## config.mk

```make
export PLATFORM = sky130hd
export DESIGN_NAME = parity_check_arbiter
export DESIGN_NICKNAME = d
export VERILOG_FILES = /design/src/rtl/parity_check_pkg.sv /design/src/rtl/parity_calc.sv /design/src/rtl/parity_check_arbiter.sv
export SDC_FILE = /design/constraint.sdc
export NUM_CORES = 1
export LEC_CHECK = 0
export CORE_MARGIN = 2
export CORE_UTILIZATION = 45
export DETAILED_ROUTE_END_ITERATION = 12
export GPL_TIMING_DRIVEN = 0
export PLACE_DENSITY = 0.93
export SYNTH_ARGS = -nofsm -noshare
export SYNTH_HDL_FRONTEND = slang
export SYNTH_HIERARCHICAL = 1
export SYNTH_SLANG_ARGS = --single-unit
```

## constraint.sdc

```tcl
create_clock -name clk -period 2.6 [get_ports clk]
set_input_delay 0.52 -clock clk [delete_from_list [all_inputs] [get_ports clk]]
set_output_delay 0.52 -clock clk [all_outputs]
set_load 0.01 [all_outputs]
```

## src/rtl/parity_check_pkg.sv

```systemverilog
// Shared types and helpers for the parity-check arbiter.
package parity_check_pkg;

  localparam int unsigned DATA_W_DEF = 32;

  typedef enum logic [1:0] {
    IDLE  = 2'd0,
    CHECK = 2'd1,
    RESP  = 2'd2
  } state_e;

  // Requester-id width; never narrower than one bit.
  function automatic int unsigned id_width(input int unsigned n);
    return (n < 2) ? 1 : $clog2(n);
  endfunction

endpackage

```

## src/rtl/parity_calc.sv

```systemverilog
// Combinational even-parity check of one data word against its received parity bit.
module parity_calc
  import parity_check_pkg::*;
#(
  parameter int unsigned DATA_W = DATA_W_DEF
) (
  input  logic [DATA_W-1:0] i_data,
  input  logic              i_parity,
  output logic              o_error_c
);

  // Mismatch when the received bit differs from the XOR of the word.
  assign o_error_c = i_parity ^ (^i_data);

endmodule

```

## src/rtl/parity_check_arbiter.sv

```systemverilog
// Round-robin arbiter sharing one registered parity-check datapath among NREQ requesters.
// Optional per-requester sticky error log enabled by macro PCA_ERR_LOG_EN.
module parity_check_arbiter
  import parity_check_pkg::*;
#(
  parameter int unsigned NREQ   = 4,
  parameter int unsigned DATA_W = DATA_W_DEF,
  parameter int unsigned CNT_W  = 16
) (
  input  logic                      clk,
  input  logic                      rst,
  input  logic [NREQ-1:0]           req_valid,
  input  logic [NREQ*DATA_W-1:0]    req_data,
  input  logic [NREQ-1:0]           req_parity,
  output logic [NREQ-1:0]           req_ready,
  output logic                      rsp_valid,
  input  logic                      rsp_ready,
  output logic [id_width(NREQ)-1:0] rsp_id,
  output logic                      rsp_error,
  output logic [CNT_W-1:0]          err_count
`ifdef PCA_ERR_LOG_EN
  ,
  input  logic                      err_log_clr,
  output logic [NREQ-1:0]           err_log
`endif
);

  localparam int unsigned ID_W = id_width(NREQ);
  localparam logic [CNT_W-1:0] CNT_MAX = '1;

  state_e            r_state;
  state_e            w_state_nxt;
  logic [ID_W-1:0]   r_rr_ptr;
  logic [ID_W-1:0]   r_gid;
  logic [ID_W-1:0]   w_gid;
  logic              w_any;
  logic [DATA_W-1:0] r_data;
  logic              r_parity;
  logic              r_err;
  logic              w_calc_err;
  logic              w_accept;
  logic              w_hs;
  logic [CNT_W-1:0]  r_err_count;

  // (ptr + k) mod NREQ without a divider; ptr < NREQ and k < NREQ.
  function automatic logic [ID_W-1:0] rr_idx(input logic [ID_W-1:0] ptr, input int unsigned k);
    logic [ID_W:0] s;
    s = {1'b0, ptr} + (ID_W+1)'(k);
    if (s >= (ID_W+1)'(NREQ)) s = s - (ID_W+1)'(NREQ);
    return ID_W'(s);
  endfunction

  // Round-robin pick: first valid requester starting at r_rr_ptr.
  always_comb begin
    w_any = 1'b0;
    w_gid = '0;
    for (int unsigned k = 0; k < NREQ; k++) begin
      if (!w_any && req_valid[rr_idx(r_rr_ptr, k)]) begin
        w_any = 1'b1;
        w_gid = rr_idx(r_rr_ptr, k);
      end
    end
  end

  // State register.
  always_ff @(posedge clk) begin
    if (rst) r_state <= IDLE;
    else     r_state <= w_state_nxt;
  end

  // Next-state logic.
  always_comb begin
    w_state_nxt = r_state;
    case (r_state)
      IDLE:    if (w_any) w_state_nxt = CHECK;
      CHECK:   w_state_nxt = RESP;
      RESP:    if (rsp_ready) w_state_nxt = IDLE;
      default: w_state_nxt = IDLE;
    endcase
  end

  // FSM outputs: grant strobe in IDLE, response valid in RESP.
  always_comb begin
    req_ready = '0;
    rsp_valid = 1'b0;
    w_accept  = 1'b0;
    w_hs      = 1'b0;
    case (r_state)
      IDLE: begin
        if (w_any) begin
          req_ready[w_gid] = 1'b1;
          w_accept         = 1'b1;
        end
      end
      RESP: begin
        rsp_valid = 1'b1;
        w_hs      = rsp_ready;
      end
      default: ;
    endcase
  end

  parity_calc #(.DATA_W(DATA_W)) u_parity_calc (
    .i_data    (r_data),
    .i_parity  (r_parity),
    .o_error_c (w_calc_err)
  );

  // Capture the granted word, register the check result, advance the pointer on handshake.
  always_ff @(posedge clk) begin
    if (rst) begin
      r_data   <= '0;
      r_parity <= 1'b0;
      r_gid    <= '0;
      r_err    <= 1'b0;
      r_rr_ptr <= '0;
    end else begin
      if (w_accept) begin
        r_data   <= req_data[w_gid*DATA_W +: DATA_W];
        r_parity <= req_parity[w_gid];
        r_gid    <= w_gid;
      end
      if (r_state == CHECK) r_err <= w_calc_err;
      if (w_hs)             r_rr_ptr <= rr_idx(r_gid, 1);
    end
  end

  // Saturating count of errored response handshakes.
  always_ff @(posedge clk) begin
    if (rst)                                         r_err_count <= '0;
    else if (w_hs && r_err && r_err_count != CNT_MAX) r_err_count <= r_err_count + CNT_W'(1);
  end

  assign rsp_id    = r_gid;
  assign rsp_error = r_err;
  assign err_count = r_err_count;

`ifdef PCA_ERR_LOG_EN
  logic [NREQ-1:0] r_err_log;
  logic [NREQ-1:0] w_log_set;

  // One-hot set mask for the requester whose errored response completes.
  always_comb begin
    w_log_set        = '0;
    w_log_set[r_gid] = w_hs & r_err;
  end

  // Sticky log; a same-cycle set survives the clear.
  always_ff @(posedge clk) begin
    if (rst) r_err_log <= '0;
    else     r_err_log <= (err_log_clr ? '0 : r_err_log) | w_log_set;
  end

  assign err_log = r_err_log;
`endif

endmodule

```

==> metrics.md <==
| Metric | Value |
|---|---|
| Status | finished clean |
| First-pass GRT wire length | 18,000 um |
| Antenna violations before repair | 0 |
| Max Slew Vio Count | 0 |
| Via count | 3,886 |
| H-Tree Depth | 2 |
| Number of max-cap violations | 0 |
| Pre-Repair DR Iteration Count | 5 |
| Crit Path Max Fanout | 5 |
| Clk Latency, worst-skew pair | 310 ps |
| RSZ-0062 raised after global routing | no |
| Worst Reg-to-Reg Cells | 9 |
| Die height | 95.0 um |
| Crit path cell chain | dlygate4sd2_1 -> and2b_1 -> nor3_4 -> or2_2 -> nand2_1 -> nor2_1 -> dlygate4sd2_1 |
| WL/cell | 15.7 um |
| Skew final | 5.17 ps |
| Hold Violations, Final | 0 |
| Setup Viol. Count Final | 0 |
| Fraction of registers with async set/reset | 0% |
| Area Overhead vs Synth | 51.2% |
| CP dominant cell by count | dlygate4sd2_1 |
| Synth top cells by count | dfxtp_1 (56), nand2_1 (43), mux2i_1 (36) |
| WL final | approximately 11,000 um |
| Distinct cell type count after synthesis | 49 |
| Largest area contributor in the netlist | dfxtp_1 |
| Top-count cell post-synth | dfxtp_1 |
| Hold-critical path depth | 2 |
| HP Class | register to register |
| Fin area | 5640 um2 |
| Post-Route Utilization | 69.3% |
| Overflow after GRT | 0 |
| Crit. End Element | primary output |
| Synth Cell Area | 3730 um2 |
| Largest stage delay, worst path | 320 ps |
| Tcrit/Tclk final | 95.6% |
| # fillers | 633 |
| Leak | approximately 2.1 nW |
| Slew Limit Headroom | around three fifths |
| Vias in the first global route | 4,026 |
| Initial Util | ~46% |
| Vias/cell | 5.47 |
| Post-synth EDFFs | 0 |
| Hold endpoint | rsp_id[1]$_SDFFE_PP0P_ |
| Post-DRT Antenna Nets | 0 |
| R2R Path End | r_parity$_SDFFE_PP0P_ |
| Placer Congestion | around 0.85 |
| Cells taking the most area after synthesis | dfxtp_1 (30%), mux2i_1 (9.7%), xnor2_1 (7.3%) |
| Hold path startpoint | rsp_id[1]$_SDFFE_PP0P_ |
| I/O Buffers | between 150 and 200 |
| Crit path DAT | 1970 ps |
| CP startpoint kind | input port |
| Syn Nets | 572 |
| Critical Path RT | 2080 ps |
| Tmin final | 2490 ps |
| Syn. warnings | 6 |
| CTS Buf Count | 5 |
| Syn avg cell area | 8.63 um2 |
| Die width | 95.0 um |
| Synth Instances | 432 |
| # hold bufs at CTS | 0 |
| DIE AREA | 9030 um2 |
| Pwr dens | between 400 and 500 nW/um2 |
| Total track usage | 25.3% |
| Share of post-route cells with drive strength above 1 | 9.57% |
| Residual DRC count | 0 |
| Placed Area | 5470 um2 |
| Diode count | 0 |
| Post-synth top flop | dfxtp_1 |
| Final setup TNS | 0 ps |
| Clk root buf | clkbuf_8 |
| Iteration-0 DRC Markers | 110 |
| Slew @ Worst Pin | 596 ps |
| FF-to-FF setup slack | 620 ps |
| IO Pins | roughly 160 |
| Peak VDD IR | 356 uV |
| Nets | about 750 |
| CTS clk-pin slew, worst paths | around 100 ps |
| CTS max path bufs | 2 |
| Row count | 33 |
| Top cell type's share of synthesized area | 30.1% |
| FF-to-FF Start | r_rr_ptr[1]$_SDFFE_PP0P_ |
| Core ar. | ~8100 um2 |
| CTS tree | done |
| Max Fclk | 402 MHz |
| Critical-path top delay cell | dlygate4sd2_1 |
| Sink Count | 56 |
| Seq cells post-synth | 56 |
| Sequential-to-total area share from yosys stat | approximately 30% |
| CP Class | input port to primary output |
| Largest net degree at the start of global routing | 17 |
| Final HPWL DP | 8870 um |
==> final cells by class <==
type	count	area (um2)	share of cell area, %
buffer	30	198	3.51
clock buffer	6	82.6	1.47
clock inverter	1	8.76	0.155
inverter	1	3.75	0.0666
multi-input combinational	345	2450	43.4
sequential	56	1120	19.9
tap	105	131	2.33
timing repair buffer	167	1650	29.2
==> cell families (layout without fill, tap and decap cells) <==
kind of cell    count (synthesis)  count (layout)  synth area share, %
simple gates                  148             148                 22.8
compound gates                116             116                 21.2
flops                          56              56                 30.1
xor+xnor                       44              44                 10.7
mux                            36              36                 9.66
buf+inv                        31             205                 5.20
fa+ha+maj                       1               1                0.336
==> registers in the layout, summed over array words and instances (netlist names) <==
| name | flops |
|---|---|
| err_count | 16 |
| r_data | 32 |
| r_parity | 1 |
| r_rr_ptr | 2 |
| r_state | 2 |
| rsp_error | 1 |
| rsp_id | 2 |
==> layer usage <==
layer	GRT usage [%]	part of all wire, %	up-vias
li1	-	-	1900
met3	4.82	6.5	28
met5	0	0	-
met1	27.6	38	1784
met4	8.94	2.6	0
met2	48.2	53	174
==> worst max-delay path by stage <==
| stage | start | endpoint | slack [ps] | cells after the start |
|---|---|---|---|---|
| floorplan | req_valid[2] | req_ready[0] | 540 | 4 |
| global placement | req_valid[0] | req_ready[2] | -620 | 7 |
| detailed placement | req_valid[0] | req_ready[2] | -650 | 7 |
| CTS | req_valid[2] | req_ready[2] | 20 | 8 |
| global route | req_valid[3] | req_ready[1] | 40 | 7 |
| finish | req_valid[3] | req_ready[1] | 110 | 7 |
==> timing repair <==
action | CTS | global route
buffers inserted | 6 | 0
pin swaps | 4 | 0
resized for setup | 18 | 3
gates cloned | 0 | 0
endpoints found under the setup margin | 4 | 2
==> report_power, final <==
group	internal, mW	switching (mW)	total (mW)	leakage (nW)
clock	0.213	0.285	0.499	0.0473
sequential	0.942	0.0604	1.00	0.459
combinational	0.646	0.445	1.09	1.63
==> layout by cell type, fill, tap and decap left out, drive strengths merged, types with 2 or more instances in the layout <==
cell type and count:
and4 2, o21ai 35, nor2 29, o21a 33, and2b 2, clkdlybuf4s50 153
dlygate4sd2 6, or2 2, o211ai 33, dfxtp 56, clkbuf 15, nor2b 2
nand3 6, nor4 3, nand4b 2, mux2i 36, nand2 43, xnor2 31
xor2 12, nor3 8, and3 2, nand4 6, a21oi 8, nand2b 3
nor3b 36, a211oi 2, buf 28
==> worst max-delay path, delay by kind of cell <==
family | cells | cell delay [ps]
buffers and inverters | 2 | 610
AND/OR/NAND/NOR | 5 | 840
==> through the flow <==
step / cells / power, mW / hold WS (ps) / setup WS, ps
finish: 711 / 2.59 / 495 / 114
global route: 711 / 2.72 / 517 / 38.9
CTS: 711 / 2.60 / 498 / 20.5
detailed placement: 698 / 2.10 / 480 / -647
global placement: 698 / 2.08 / 475 / -619
floorplan: 432 / 1.72 / 461 / 541
Power figures use the tool's default switching activity.
==> edit, RTL diff (same settings) <==
The package constant `DATA_W_DEF` goes from 32 to 16.
--- a/src/rtl/parity_check_pkg.sv
+++ b/src/rtl/parity_check_pkg.sv
@@ -1,7 +1,7 @@
 // Shared types and helpers for the parity-check arbiter.
 package parity_check_pkg;
 
-  localparam int unsigned DATA_W_DEF = 32;
+  localparam int unsigned DATA_W_DEF = 16;
 
   typedef enum logic [1:0] {
     IDLE  = 2'd0,
Interface: changed (resized req_data); port bits go from 163 to 99. No check against the original RTL was run, so the function may have changed too.
==> edit against the unedited design <==
Hold slack improved by 0.014 ns; synthesized area decreased by 28%; clock power increased by 3%; total power is 25% lower; sequential cell count is 16 lower; worst setup slack got worse by 0.060 ns; final area down 29%; routed wire length fell by 33%.
==> edit: results (changes against the unedited design) <==
worst_setup_path:
  cpMaxStageDelayCell: "a311oi_4"  # was dlygate4sd2_1
  ff2ff_path_depth: 5  # was 9
  crit_arrival_ns: 2.03  # was 1.97 ns
  path_delay_family: "buffers and inverters"  # was simple AND/OR/NAND/NOR gates
  critical-path-max-stage-delay_ns: 0.29  # was 0.32 ns
  critPathMaxFanout: 5  # unchanged
drt:
  post_drt_via_cell_ratio: 5.50  # was 5.47
  drtIter0Drc: 89  # was 110
  drt_first_pass_iters: 4  # was 5
  wirelength_um: 7420  # was 11100 um
clocking:
  clk_latency_ns: 0.30
  path_clk_slew_ns: 0.08  # was 0.10 ns
  clockBufferDepth: 2  # unchanged
  cts.htree.levels: 2  # unchanged
  cts-buffers-inserted: 5  # unchanged
  cts_root_buffer: "clkbuf_8"  # unchanged
worst_hold_path:
  whs_path_depth: 1  # was 2
  min_path_type: "reg2reg"  # unchanged
timing:
  skew_ns: 0.00898  # was 0.00517 ns
  setup_violations: 0  # unchanged
  tightest_slew_ns: 0.539  # was 0.596 ns
  finalHoldViolations: 0  # unchanged
synth:
  synth_cell_type_count: 47  # was 49
  synth_area_leaders: "dfxtp_1, mux2i_1, a221oi_2"  # was dfxtp_1, mux2i_1, xnor2_1
  syn-num-nets: 342  # was 572
  async_flop_share: 0  # unchanged
  synth-warning-count: 6  # unchanged
  synth_edf_count: 0  # unchanged
  synthTopCellsByCount: "dfxtp_1, nor2_1, mux2i_1"  # was dfxtp_1, nand2_1, mux2i_1
  yosysSeqAreaShare: 0.299  # was 0.301
place:
  place_congestion: 0.806  # was 0.851
  post_dp_cell_area_um2: 3760  # was 5470 um^2
  io_buffers: 98  # was 161
  dp_hpwl_um: 5400  # was 8870 um
layout:
  final_nets: 454  # was 746
  drive_gt1_frac: 0.195  # was 0.0957
  diodes: 0  # unchanged
global_route:
  grt_pass1_wl_um: 11500  # was 18000 um
  grt_util_all_layers: 0.228  # was 0.253
  grt_max_degree: 14  # was 17
  antenna_found_initial: 0  # unchanged
  grt_pass1_vias: 2412  # was 4026
power:
  leakagePower_uw: 0.00154  # was 0.00214 uW
  peakVddDrop_mv: 0.282  # was 0.356 mV
run_status:
  outcome: "finished, final reports clean"  # unchanged
-- edit: cell types whose count changed after synthesis, sizes merged, moves of 29 or more --
cell,delta
o21a,-33
nand2,-34
nor3b,-34
o211ai,-29
o21ai,-32
-- edit: layer usage --
metal,track usage,part of all wire
met4,0.0797,0.013
met2,0.402,0.48
met5,0,0
met1,0.258,0.42
met3,0.0722,0.082
-- edit: kinds of logic after synthesis --
| group | share of synthesized area |
|---|---|
| simple gates | 0.200 |
| compound gates | 0.256 |
| flops | 0.299 |
| xor+xnor | 0.0966 |
| mux | 0.0896 |
| buf+inv | 0.0546 |
| fa+ha+maj | 0.00467 |
-- edit: metrics by stage --
stage | cells | power [uW] | worst slack [ns]
finish | 454 | 1940 | 0.0537
global route | 454 | 2040 | -0.00283
CTS | 452 | 1940 | 0.0147
detailed placement | 439 | 1410 | -0.691
global placement | 439 | 1400 | -0.635
floorplan | 266 | 1180 | 0.513
-- edit: what timing repair did --
item	4_1_cts	5_1_grt
hold buffers	0	0
pin swaps	4	2
resized for setup	27	0
buffers inserted	5	2
cloned	0	0
endpoints found under the setup margin	4	2
-- edit: final timing paths --
kind	start	endpoint	slack [ns]
max reg2reg	err_count[0]	err_count[2]	0.79
max	req_valid[2]	req_ready[3]	0.05
min	err_count[15]	err_count[15]	0.51
min reg2reg	err_count[15]	err_count[15]	0.51
-- edit: area by class of cell --
| class | count | area, um^2 |
|---|---|---|
| inverter | 1 | 3.75 |
| sequential | 40 | 801 |
| buffer | 16 | 153 |
| multi-input combinational | 209 | 1780 |
| clock inverter | 3 | 42.5 |
| timing repair buffer | 105 | 1030 |
| tap | 75 | 93.8 |
| fill | 430 | 1870 |
| clock buffer | 5 | 68.8 |
-- edit: report_power, final --
group | internal (uW) | switching, uW
registers | 665 | 45.8
logic | 404 | 317
clock network | 284 | 228
